<file path="config.mk">
export PLATFORM = sky130hd
export DESIGN_NAME = fetch_unit
export DESIGN_NICKNAME = d
export VERILOG_FILES = /design/src/rtl/fetch_unit_pkg.sv /design/src/rtl/fetch_unit.sv
export SDC_FILE = /design/constraint.sdc
export NUM_CORES = 1
export LEC_CHECK = 0
export BUFFER_PORTS_ARGS = -buffer_cell sky130_fd_sc_hd__clkbuf_2
export CAP_MARGIN = 20
export CELL_PAD_IN_SITES_DETAIL_PLACEMENT = 0
export CELL_PAD_IN_SITES_GLOBAL_PLACEMENT = 1
export CORE_ASPECT_RATIO = 0.9
export CORE_MARGIN = 2
export CORE_UTILIZATION = 37
export CTS_CLUSTER_DIAMETER = 120
export DETAILED_ROUTE_END_ITERATION = 8
export GPL_TIMING_DRIVEN = 0
export PLACE_DENSITY_LB_ADDON = 0.1
export SYNTH_ARGS = -nofsm -noshare
export SYNTH_HDL_FRONTEND = slang
export SYNTH_SLANG_ARGS = --single-unit
</file>
<file path="constraint.sdc">
create_clock -name clk -period 1.9 [get_ports clk]
set_input_delay 0.095 -clock clk [delete_from_list [all_inputs] [get_ports clk]]
set_output_delay 0.095 -clock clk [all_outputs]
set_load 0.02 [all_outputs]
</file>
<file path="src/rtl/fetch_unit_pkg.sv">
// Shared encodings for the instruction fetch stage: FSM states, reset PC, bubble word.
package fetch_unit_pkg;

    typedef enum logic {
        S_REQ  = 1'b0,
        S_HOLD = 1'b1
    } fetch_state_e;

    localparam logic [31:0] FU_RESET_PC = 32'h0000_3000;
    localparam logic [31:0] FU_NOP      = 32'h0000_0000;

endpackage

</file>
<file path="src/rtl/fetch_unit.sv">
// Instruction fetch stage: issues imem requests at pc and fills the IF/ID register,
// buffering the returned word while decode is stalled.
module fetch_unit
    import fetch_unit_pkg::*;
#(
    parameter logic [31:0] RESET_PC   = FU_RESET_PC,
    parameter int          DELAY_SLOT = 1
) (
    input  logic        clk,
    input  logic        rst,
    input  logic [31:0] npc,
    input  logic        redirect,
    input  logic        stall,
    input  logic        imem_ack,
    input  logic [31:0] imem_rdata,
    output logic        imem_req,
    output logic [31:0] imem_addr,
    output logic [31:0] pc,
    output logic [31:0] id_pc,
    output logic [31:0] id_instr,
    output logic        id_valid
);

    fetch_state_e r_state;
    logic [31:0]  r_pc;
    logic [31:0]  r_id_pc;
    logic [31:0]  r_id_instr;
    logic         r_id_valid;
    logic [31:0]  r_hold;

    logic         w_eff_redirect;
    logic         w_advance;
    logic         w_squash;
    logic [31:0]  w_src;

    // A redirect only counts when the branch in ID is a real instruction.
    assign w_eff_redirect = redirect & r_id_valid;
    assign w_advance      = !stall && ((r_state == S_REQ && imem_ack) || r_state == S_HOLD);
    assign w_squash       = (DELAY_SLOT == 0) && w_eff_redirect;
    assign w_src          = (r_state == S_HOLD) ? r_hold : imem_rdata;

    always_ff @(posedge clk) begin
        if (rst) begin
            r_state    <= S_REQ;
            r_pc       <= RESET_PC;
            r_id_pc    <= 32'h0;
            r_id_instr <= FU_NOP;
            r_id_valid <= 1'b0;
            r_hold     <= 32'h0;
        end else if (w_advance) begin
            r_state    <= S_REQ;
            r_pc       <= npc;
            r_id_pc    <= r_pc;
            r_id_instr <= w_squash ? FU_NOP : w_src;
            r_id_valid <= !w_squash;
        end else if (r_state == S_REQ && imem_ack) begin
            // Word arrived while ID is held: park it and drop the request.
            r_state    <= S_HOLD;
            r_hold     <= imem_rdata;
        end
    end

    assign imem_req  = (r_state == S_REQ) && !rst;
    assign imem_addr = r_pc;
    assign pc        = r_pc;
    assign id_pc     = r_id_pc;
    assign id_instr  = r_id_instr;
    assign id_valid  = r_id_valid;

endmodule

</file>
After elaboration in Yosys (flattened, before gate mapping). Cells that the tools add are included.

Multiplexer cells: 1. Bitwise operators: 2. Reduce and logical (&&, ||, !) cells: 8.

Operator list (count): two-way mux 32 bit (1); logical AND 1 bit (3); zero test 1 bit (2); inverter 1 bit (2); AND reduction 2 bit (1); OR reduction 2 bit (1); logical OR 1 bit (1).

Register bits after elaboration: 130. Input port bits: 69. Output and inout bits: 130. Logic and storage cells: 17.

Depth between registers and ports, before layout. Gate-level depths: netlist of the first run.

Word-level depth: 6. Gate-level depth with buffers: 6. Gate-level depth less buffers: 3.

Least setup slack after synthesis of the first run. Ideal clock, no wire load.

Path kind: register -> register. From: register r_state. To: register r_hold[10]. Library setup time: 132 ps. Arrival: 994 ps. Required time: 1768 ps. Setup slack: 774 ps. Stages on the path, launching flop included: 7. Buffers on the path: 3. Clock period less this slack: 1126 ps. Cell sequence: dfxtp_1 > buf_6 > and3b_1 > buf_2 > buf_6 > nand2_1 > a21oi_1.

Word-level cells in the longest chain between the ends: 6.

RTL lines: start, declared (RTL line fetch_unit.sv:24) `fetch_state_e r_state;`; start signal, assigned (RTL line fetch_unit.sv:44) `r_state <= S_REQ;`; start signal, assigned (RTL line fetch_unit.sv:51) `r_state <= S_REQ;`; start signal, assigned (RTL line fetch_unit.sv:58) `r_state <= S_HOLD;`; inverter 1 bit (RTL line fetch_unit.sv:38, fetch_unit.sv:56); logical AND 1 bit (RTL line fetch_unit.sv:38, fetch_unit.sv:56); logical OR 1 bit (RTL line fetch_unit.sv:38) `assign w_advance = !stall && ((r_state == S_REQ && imem_ack) || r_state == S_HOLD);`; logical AND 1 bit (RTL line fetch_unit.sv:38); inverter 1 bit (no source line); AND reduction 2 bit (no source line) (*); end signal, assigned (RTL line fetch_unit.sv:59) `r_hold <= imem_rdata;`; end, declared (RTL line fetch_unit.sv:29) `logic [31:0] r_hold;`.

Every way passes the cells marked *; elsewhere a longest branch is shown, timed or not. A chain may end at the register's enable or synchronous reset.

Worst setup path after layout of the first run.
From: register r_state. To: register r_state.

Word-level cells in the longest chain between the ends: 5.

RTL lines (RTL line): inverter 1 bit (fetch_unit.sv:38, fetch_unit.sv:56); logical AND 1 bit (fetch_unit.sv:38, fetch_unit.sv:56); logical OR 1 bit (fetch_unit.sv:38); logical AND 1 bit (fetch_unit.sv:38); OR reduction 2 bit (no source line).

Parallel ways exist; a longest one is shown, timed or not.

==> metrics, run 1 <==
Final Net Count 952; core utilization of the finished layout 0.560; Total Die Area 0.0146 mm2; number of I/O pins 199; placed wire-length estimate around 10000 um; Clock Path Buffers 2; MaxCap Viol Count 0; number of antenna repair diodes 0; growth of design area from synthesis to finish 47.8%; setup violation total in the final timing report 0; number of instances on the worst hold path 4; final hold vios 0; count of instances resized after the clock tree is built 0; Crit Reg-Reg Endpoint r_state; critical path peak fanout 10; beginning of the worst register-to-register path r_state; result of the run complete, no violations; shortest period the worst path allows about 1600 ps; Crit. End Element flip-flop; actual slew at the worst max-slew pin 605 ps; post-synthesis area per instance 8.42 um2; PnR Total Power a little over 7 mW; vias in the first global route 4733; CTS Buf Count 17; combined area of the multi-input logic cells 0.00194 mm2; remaining number of nets flagged by the antenna check after routing 0; cell area power density 951 mW/mm2; total area of sequential cells ~0.0026 mm2; clock latency at the later pin of the worst-skew pair 420 ps; unrepaired setup endpoints after global routing false; clock sinks 130; CTS tree built; cell area after synthesis 0.00507 mm2; share of the clock period used by the worst path after layout 0.858; deepest level of the CTS H-tree 4; final non-filler cell total between 1k and 1.5k; clock transition at the register clock pins on the worst setup and hold paths after CTS roughly 50 ps; first-iteration detailed-routing DRC count roughly 250; unique cell type count in the Yosys netlist 16; cell leakage power 3.31 nW; number of cells after detailed placement 966; drt first pass iters 5; arrival time at the worst endpoint 1980 ps; most used cells in the layout excluding fill and tap cells 196 x clkbuf_2, 188 x nand2_1, 130 x dfxtp_1; required time of the critical path 2250 ps; Hold Path Class in2reg; type of the setup path with the least slack reg2reg; routed wirelength normalized by instance count ~14 um; largest voltage drop on the vdd net 0.605 mV; Syn Nets roughly 670; root cell of the clock tree clkbuf_16; Fin Setup TNS 0 ps; die span in y 115 um; cell count of the worst reg-to-reg path 5; number of warnings issued by yosys 0; DRC 0; number of buffers inserted by port buffering 196; remaining global-route overflow 0; category of the worst setup path launch point flip-flop; global placer's final weighted congestion roughly 0.79; most frequent standard cell in the layout excluding fill and tap cells clkbuf_2; CORE AREA between 0.01 and 0.015 mm2; endpoint of the worst hold path r_hold[31]; Pins Over Slew Limit 0; headroom to the max-slew limit 0.597; Total Wirelength 14800 um; die width 127 um; number of antenna violations at the first check in global routing 0; Post-Synthesis Cells ~600; total of fill cells in the finished design 1247; R2R Setup Slk between 200 and 300 ps; launch point of the critical path r_state; sequential element share of the synthesized area 0.514; Post-DP Area 0.00626 mm2; final design instance area without fill 0.00749 mm2; effective utilization at floorplan 0.379; global-route wire length before repair about 23000 um; layout cell share with drive strength beyond 1 0.324; upper clock frequency limit around 0.61 GHz; pin count of the biggest net entering global routing 17; routed vias/inst 4.69; Total GRT Usage 0.204; FP Rows 40; worst clock skew 6.71 ps; number of storage elements in the synthesis netlist 130; worst hold path startpoint imem_ack; count of vias placed by the detailed router 4981
==> power breakdown <==
| group | switching, mW | internal, mW | total [mW] | leakage, nW |
|---|---|---|---|---|
| logic | 0.574 | 0.432 | 1.01 | 1.97 |
| registers | 0.0908 | 2.87 | 2.96 | 1.06 |
| clock network | 1.12 | 2.04 | 3.16 | 0.278 |
| total | 1.78 | 5.34 | 7.12 | 3.31 |
==> layer usage <==
metal  global-route usage  vias up  routed length (um)
met2                0.339      131                7010
met4               0.0571        0                 153
met5                    0        -                   0
met1                0.259     2307                6790
li1                     -     2524                   -
met3               0.0610       19                 802
==> metrics by stage <==
step	setup slack, ps	hold slack [ps]
floorplan	774	222
global placement	631	312
detailed placement	575	322
CTS	331	201
global route	173	256
finish	269	223
==> sequential cells by signal, indices dropped and copies added, names as in the netlist <==
name and count:
id_valid 1, id_instr 32, r_hold 32, id_pc 32, r_state 1, imem_addr 32
==> worst max-delay path by stage <==
stage / endpoint / slack, ps / cells past startpoint
5_1_grt: r_state / 170 / 5
3_3_place_gp: imem_addr[16] / 630 / 6
6_report: r_state / 270 / 5
2_1_floorplan: r_hold[10] / 770 / 6
3_5_place_dp: id_instr[28] / 580 / 4
4_1_cts: r_state / 330 / 5
==> worst max-delay path, cell delays in order, from the launching register on <==
cell	delay (ps)
dfxtp_1	340
buf_6	160
buf_4	220
nor2_1	70
nor3b_1	210
dlygate4sd3_1	580
==> final cells by class <==
cell class	instances	area share
Sequential cell	130	0.348
Multi-Input combinational cell	393	0.259
Timing Repair Buffer	262	0.219
Buffer	79	0.0700
Clock buffer	24	0.0657
Tap cell	168	0.0281
Clock inverter	5	0.0104
==> cells in the mapped netlist <==
master / n / area share
nor3_1: 4 / 0.0040
dfxtp_1: 130 / 0.51
o21ba_2: 1 / 0.0020
nor2_1: 38 / 0.028
nor3b_1: 1 / 0.0015
nand2_1: 188 / 0.14
a21oi_1: 94 / 0.093
nand3b_1: 1 / 0.0015
and3b_1: 1 / 0.0017
mux2i_1: 32 / 0.063
o21bai_1: 1 / 0.0015
a211oi_1: 32 / 0.047
buf_6: 6 / 0.013
clkbuf_1: 13 / 0.0096
buf_2: 17 / 0.017
buf_4: 43 / 0.064
==> cell families (layout without fill, tap and decap cells) <==
| kind of cell | Yosys count | count (layout) | synth area share |
|---|---|---|---|
| buf+inv | 79 | 370 | 0.103 |
| compound gates | 128 | 128 | 0.144 |
| simple gates | 233 | 233 | 0.176 |
| mux | 32 | 32 | 0.0632 |
| flops | 130 | 130 | 0.514 |
==> timing repair <==
action | 4_1_cts | 5_1_grt
endpoints found under the hold margin | 65 | 0
hold buffers | 66 | 0
setup buffers | 0 | 0
setup endpoints to repair | 0 | 0
Note: power is estimated with default switching activity, not from simulation.
==> run 2: changes to the inputs <==
- CORE_UTILIZATION: 37 -> 25
- CTS_BUF_LIST: default -> sky130_fd_sc_hd__clkbuf_4
==> metrics, run 2 (synthesis results as in run 1) <==
result of the run complete, no violations; pin count of the biggest net entering global routing 17; Total GRT Usage 0.151; effective utilization at floorplan 0.254; number of antenna violations at the first check in global routing 1; cell leakage power about 3.2 nW; placed wire-length estimate 11500 um; Crit. End Element flip-flop; layout cell share with drive strength beyond 1 0.326; final setup margin 289 ps; routed wirelength normalized by instance count 13.9 um; worst clock skew 18.9 ps; Total Wirelength 16000 um; upper clock frequency limit a little over 0.6 GHz; final design instance area without fill 0.00727 mm2; category of the worst setup path launch point flip-flop; root cell of the clock tree clkbuf_4; drt first pass iters 6; CTS Buf Count 17; final hold vios 0; Hold Slack between 100 and 150 ps; arrival time at the worst endpoint 2060 ps; shortest period the worst path allows 1610 ps; unrepaired setup endpoints after global routing false; Total Die Area 0.0214 mm2; count of instances resized after the clock tree is built 0; setup fix buffers added after clock tree synthesis 0; setup violation total in the final timing report 0; Fin Setup TNS 0 ps; CTS tree built; critical path peak fanout 10; cell area power density 776 mW/mm2; DRC 0; actual slew at the worst max-slew pin 621 ps; most used cells in the layout excluding fill and tap cells 196 x clkbuf_2, 188 x nand2_1, 130 x dfxtp_1; growth of design area from synthesis to finish 43.4%; vias in the first global route 4693; die width about 150 um; global placer's final weighted congestion 0.703; headroom to the max-slew limit 0.586; CORE AREA 0.0199 mm2; number of I/O pins between 150 and 200; R2R Setup Slk roughly 290 ps; MaxCap Viol Count 0; remaining global-route overflow 0; die span in y 139 um; first-iteration detailed-routing DRC count between 150 and 200; routed vias/inst 4.26; global-route wire length before repair approximately 25000 um; share of the clock period used by the worst path after layout 0.848; Hold Path Class in2reg; deepest level of the CTS H-tree 4; type of the setup path with the least slack reg2reg; core utilization of the finished layout 0.365; Final Net Count 952; Clock Path Buffers 2; clock sinks 130; total of fill cells in the finished design 2145; worst setup slack after placement 534 ps; number of buffers inserted by port buffering 196; remaining number of nets flagged by the antenna check after routing 0; count of vias placed by the detailed router 4908; largest voltage drop on the vdd net 0.355 mV; Post-DP Area 0.00637 mm2; clock transition at the register clock pins on the worst setup and hold paths after CTS 110 ps; Pins Over Slew Limit 0; FP Rows just under 50; required time of the critical path 2350 ps; most frequent standard cell in the layout excluding fill and tap cells clkbuf_2; clock latency at the later pin of the worst-skew pair 520 ps
==> run 2: cell types whose count changed in the layout (fill, tap and decap cells not counted), moves of 2 or more <==
| cell | before | now |
|---|---|---|
| clkbuf_1 | 16 | 13 |
| clkbuf_16 | 17 | 0 |
| clkbuf_4 | 0 | 19 |
| clkbuf_8 | 4 | 0 |
| clkinv_1 | 0 | 2 |
| clkinv_2 | 2 | 5 |
| clkinvlp_4 | 1 | 3 |
==> run 2: final cells by class <==
type                       instances  area, um2  share of cell area
timing repair buffer             262       1640               0.226
antenna                            1       2.50            0.000344
clock inverter                    12       93.8              0.0129
tap                              255        319              0.0439
sequential                       130       2600               0.358
multi-input combinational        393       1940               0.267
buffer                            79        524              0.0721
clock buffer                      19        143              0.0196
==> run 2: final timing paths <==
path / startpoint / to / cells after the start
worst max-delay path: r_state / r_state / 5
worst min-delay path: imem_ack / id_pc[31] / 5
worst max register to register: r_state / r_state / 5
worst min register to register: id_pc[21] / id_pc[21] / 2
==> run 2: critical path, cell delays in order, from the launching register on <==
cell and delay (ps):
dfxtp_1 360, buf_6 160, buf_4 230, nor2_1 70, nor3b_1 180, dlygate4sd3_1 570
==> run 2: per-stage QoR <==
stage / instances / total power, mW
2_1_floorplan: 602 / 3.57
3_3_place_gp: 1053 / 3.92
5_1_grt: 1151 / 5.97
4_1_cts: 1150 / 5.75
3_5_place_dp: 1053 / 3.94
6_report: 1151 / 5.64
==> run 2: repair_timing <==
item | 4_1_cts | 5_1_grt
endpoints found under the setup margin | 0 | 0
hold endpoints to repair | 97 | 0
hold buffers | 66 | 0
==> run 2: metal layers <==
metal,wire (um),vias to the layer above,track usage
met3,826,9,0.0428
li1,-,2530,-
met1,7540,2252,0.195
met2,7450,117,0.251
met5,0,-,0
met4,150,0,0.0330
==> run 2: power by group <==
group	leakage [nW]	internal, mW	total [mW]	switching, mW
Sequential	1.06	2.86	2.95	0.0916
Combinational	1.97	0.432	1.01	0.583
Clock	0.129	0.651	1.67	1.02
Total	3.17	3.94	5.64	1.69
==> run 3: changes to the inputs <==
- clock period: 1.9 -> 1.7 ns (I/O delays scaled with it)
==> metrics, run 3 (synthesis results as in run 1) <==
setup violation total in the final timing report 0; Crit. End Element flip-flop; remaining number of nets flagged by the antenna check after routing 0; die width 154 um; type of the setup path with the least slack reg2reg; cell area power density about 870 mW/mm2; Total GRT Usage 0.151; category of the worst setup path launch point flip-flop; shortest period the worst path allows 1470 ps; FP Rows 49; routed wirelength normalized by instance count about 14 um; vias in the first global route 4693; effective utilization at floorplan 0.254; pin count of the biggest net entering global routing 17; clock latency at the later pin of the worst-skew pair about 520 ps; drt first pass iters 6; die span in y 139 um; cell leakage power 3.16 nW; PnR Total Power 6.30 mW; Hold Path Class in2reg; deepest level of the CTS H-tree 4; largest voltage drop on the vdd net between 0.3 and 0.4 mV; routed vias/inst 4.28; placed wire-length estimate 11500 um; first-iteration detailed-routing DRC count 186; most used cells in the layout excluding fill and tap cells 196 x clkbuf_2, 188 x nand2_1, 130 x dfxtp_1; growth of design area from synthesis to finish 43.3%; CTS tree built; clock sinks 130; actual slew at the worst max-slew pin ~620 ps; critical path peak fanout 19; number of I/O pins 199; CTS Buf Count 17; Total Die Area 0.0214 mm2; root cell of the clock tree clkbuf_4; global-route wire length before repair roughly 25000 um; number of buffers inserted by port buffering 196; count of vias placed by the detailed router 4917; result of the run complete, no violations; Fin Setup TNS 0 ps; DRC 0; worst clock skew 19.3 ps; MaxCap Viol Count 0; Clock Path Buffers 2; total of fill cells in the finished design approximately 2.1k; Pins Over Slew Limit 0; core utilization of the finished layout 0.364; most frequent standard cell in the layout excluding fill and tap cells clkbuf_2; Final Net Count roughly 950; cells along the critical path buf_6 > nor2_1 > nor3b_1 > dlygate4sd3_1; layout cell share with drive strength beyond 1 0.326; max incr delay on CP between 500 and 600 ps; upper clock frequency limit 0.682 GHz; clock transition at the register clock pins on the worst setup and hold paths after CTS 110 ps; Total Wirelength ~16000 um; required time of the critical path 2150 ps; remaining global-route overflow 0; headroom to the max-slew limit 0.588; share of the clock period used by the worst path after layout 0.862; arrival time at the worst endpoint approximately 1900 ps; final hold vios 0; CORE AREA 0.0199 mm2; Slowest-stage cell, CP dlygate4sd3_1; global placer's final weighted congestion 0.703; unrepaired setup endpoints after global routing false; number of antenna violations at the first check in global routing 1
==> run 3: worst max-delay path, delay by kind of cell, from the launching register on <==
kind | cells | cell delay [ps]
buf+inv | 2 | 810
flops | 1 | 360
simple gates | 2 | 260
==> run 3: path summary, 6_finish.rpt <==
path              from        end  slack [ps]  cells after the start
max            r_state    r_state         230                      4
min           imem_ack  id_pc[31]         120                      5
max reg2reg    r_state    r_state         230                      4
min reg2reg  id_pc[21]  id_pc[21]         460                      2
==> run 3: routing by layer <==
layer	vias to the layer above	routed length, um	GRT usage
met5	-	0	0
met3	9	757	0.0428
met4	0	150	0.0330
met2	120	7450	0.251
met1	2257	7600	0.195
li1	2531	-	-
==> run 3: stage by stage <==
stage          std cells  instance area (um2)  hold slack [ps]  setup WS, ps
2_1_floorplan        602                 5070              212           574
3_3_place_gp        1053                 6370              311           377
3_5_place_dp        1053                 6370              312           334
4_1_cts             1150                 7260             78.6          21.7
5_1_grt             1150                 7260              101          91.3
6_report            1150                 7260              121           234
==> run 3: where the power goes <==
part,internal [mW],switching (mW)
Clock,0.727,1.14
Sequential,3.20,0.102
Combinational,0.482,0.651
==> run 3: layout make-up <==
type,instances,area [um2],area share
Sequential cell,130,2600,0.358
Clock buffer,19,143,0.0196
Antenna cell,1,2.50,0.000345
Tap cell,255,319,0.0440
Multi-Input combinational cell,393,1940,0.267
Clock inverter,12,93.8,0.0129
Buffer,78,517,0.0712
Timing Repair Buffer,262,1640,0.226
==> run 3: repair_timing <==
item | 4_1_cts | 5_1_grt
hold endpoints to repair | 97 | 0
hold buffers | 66 | 0
endpoints found under the setup margin | 0 | 2
resized for setup | 0 | 0
buffers inserted | 0 | 0
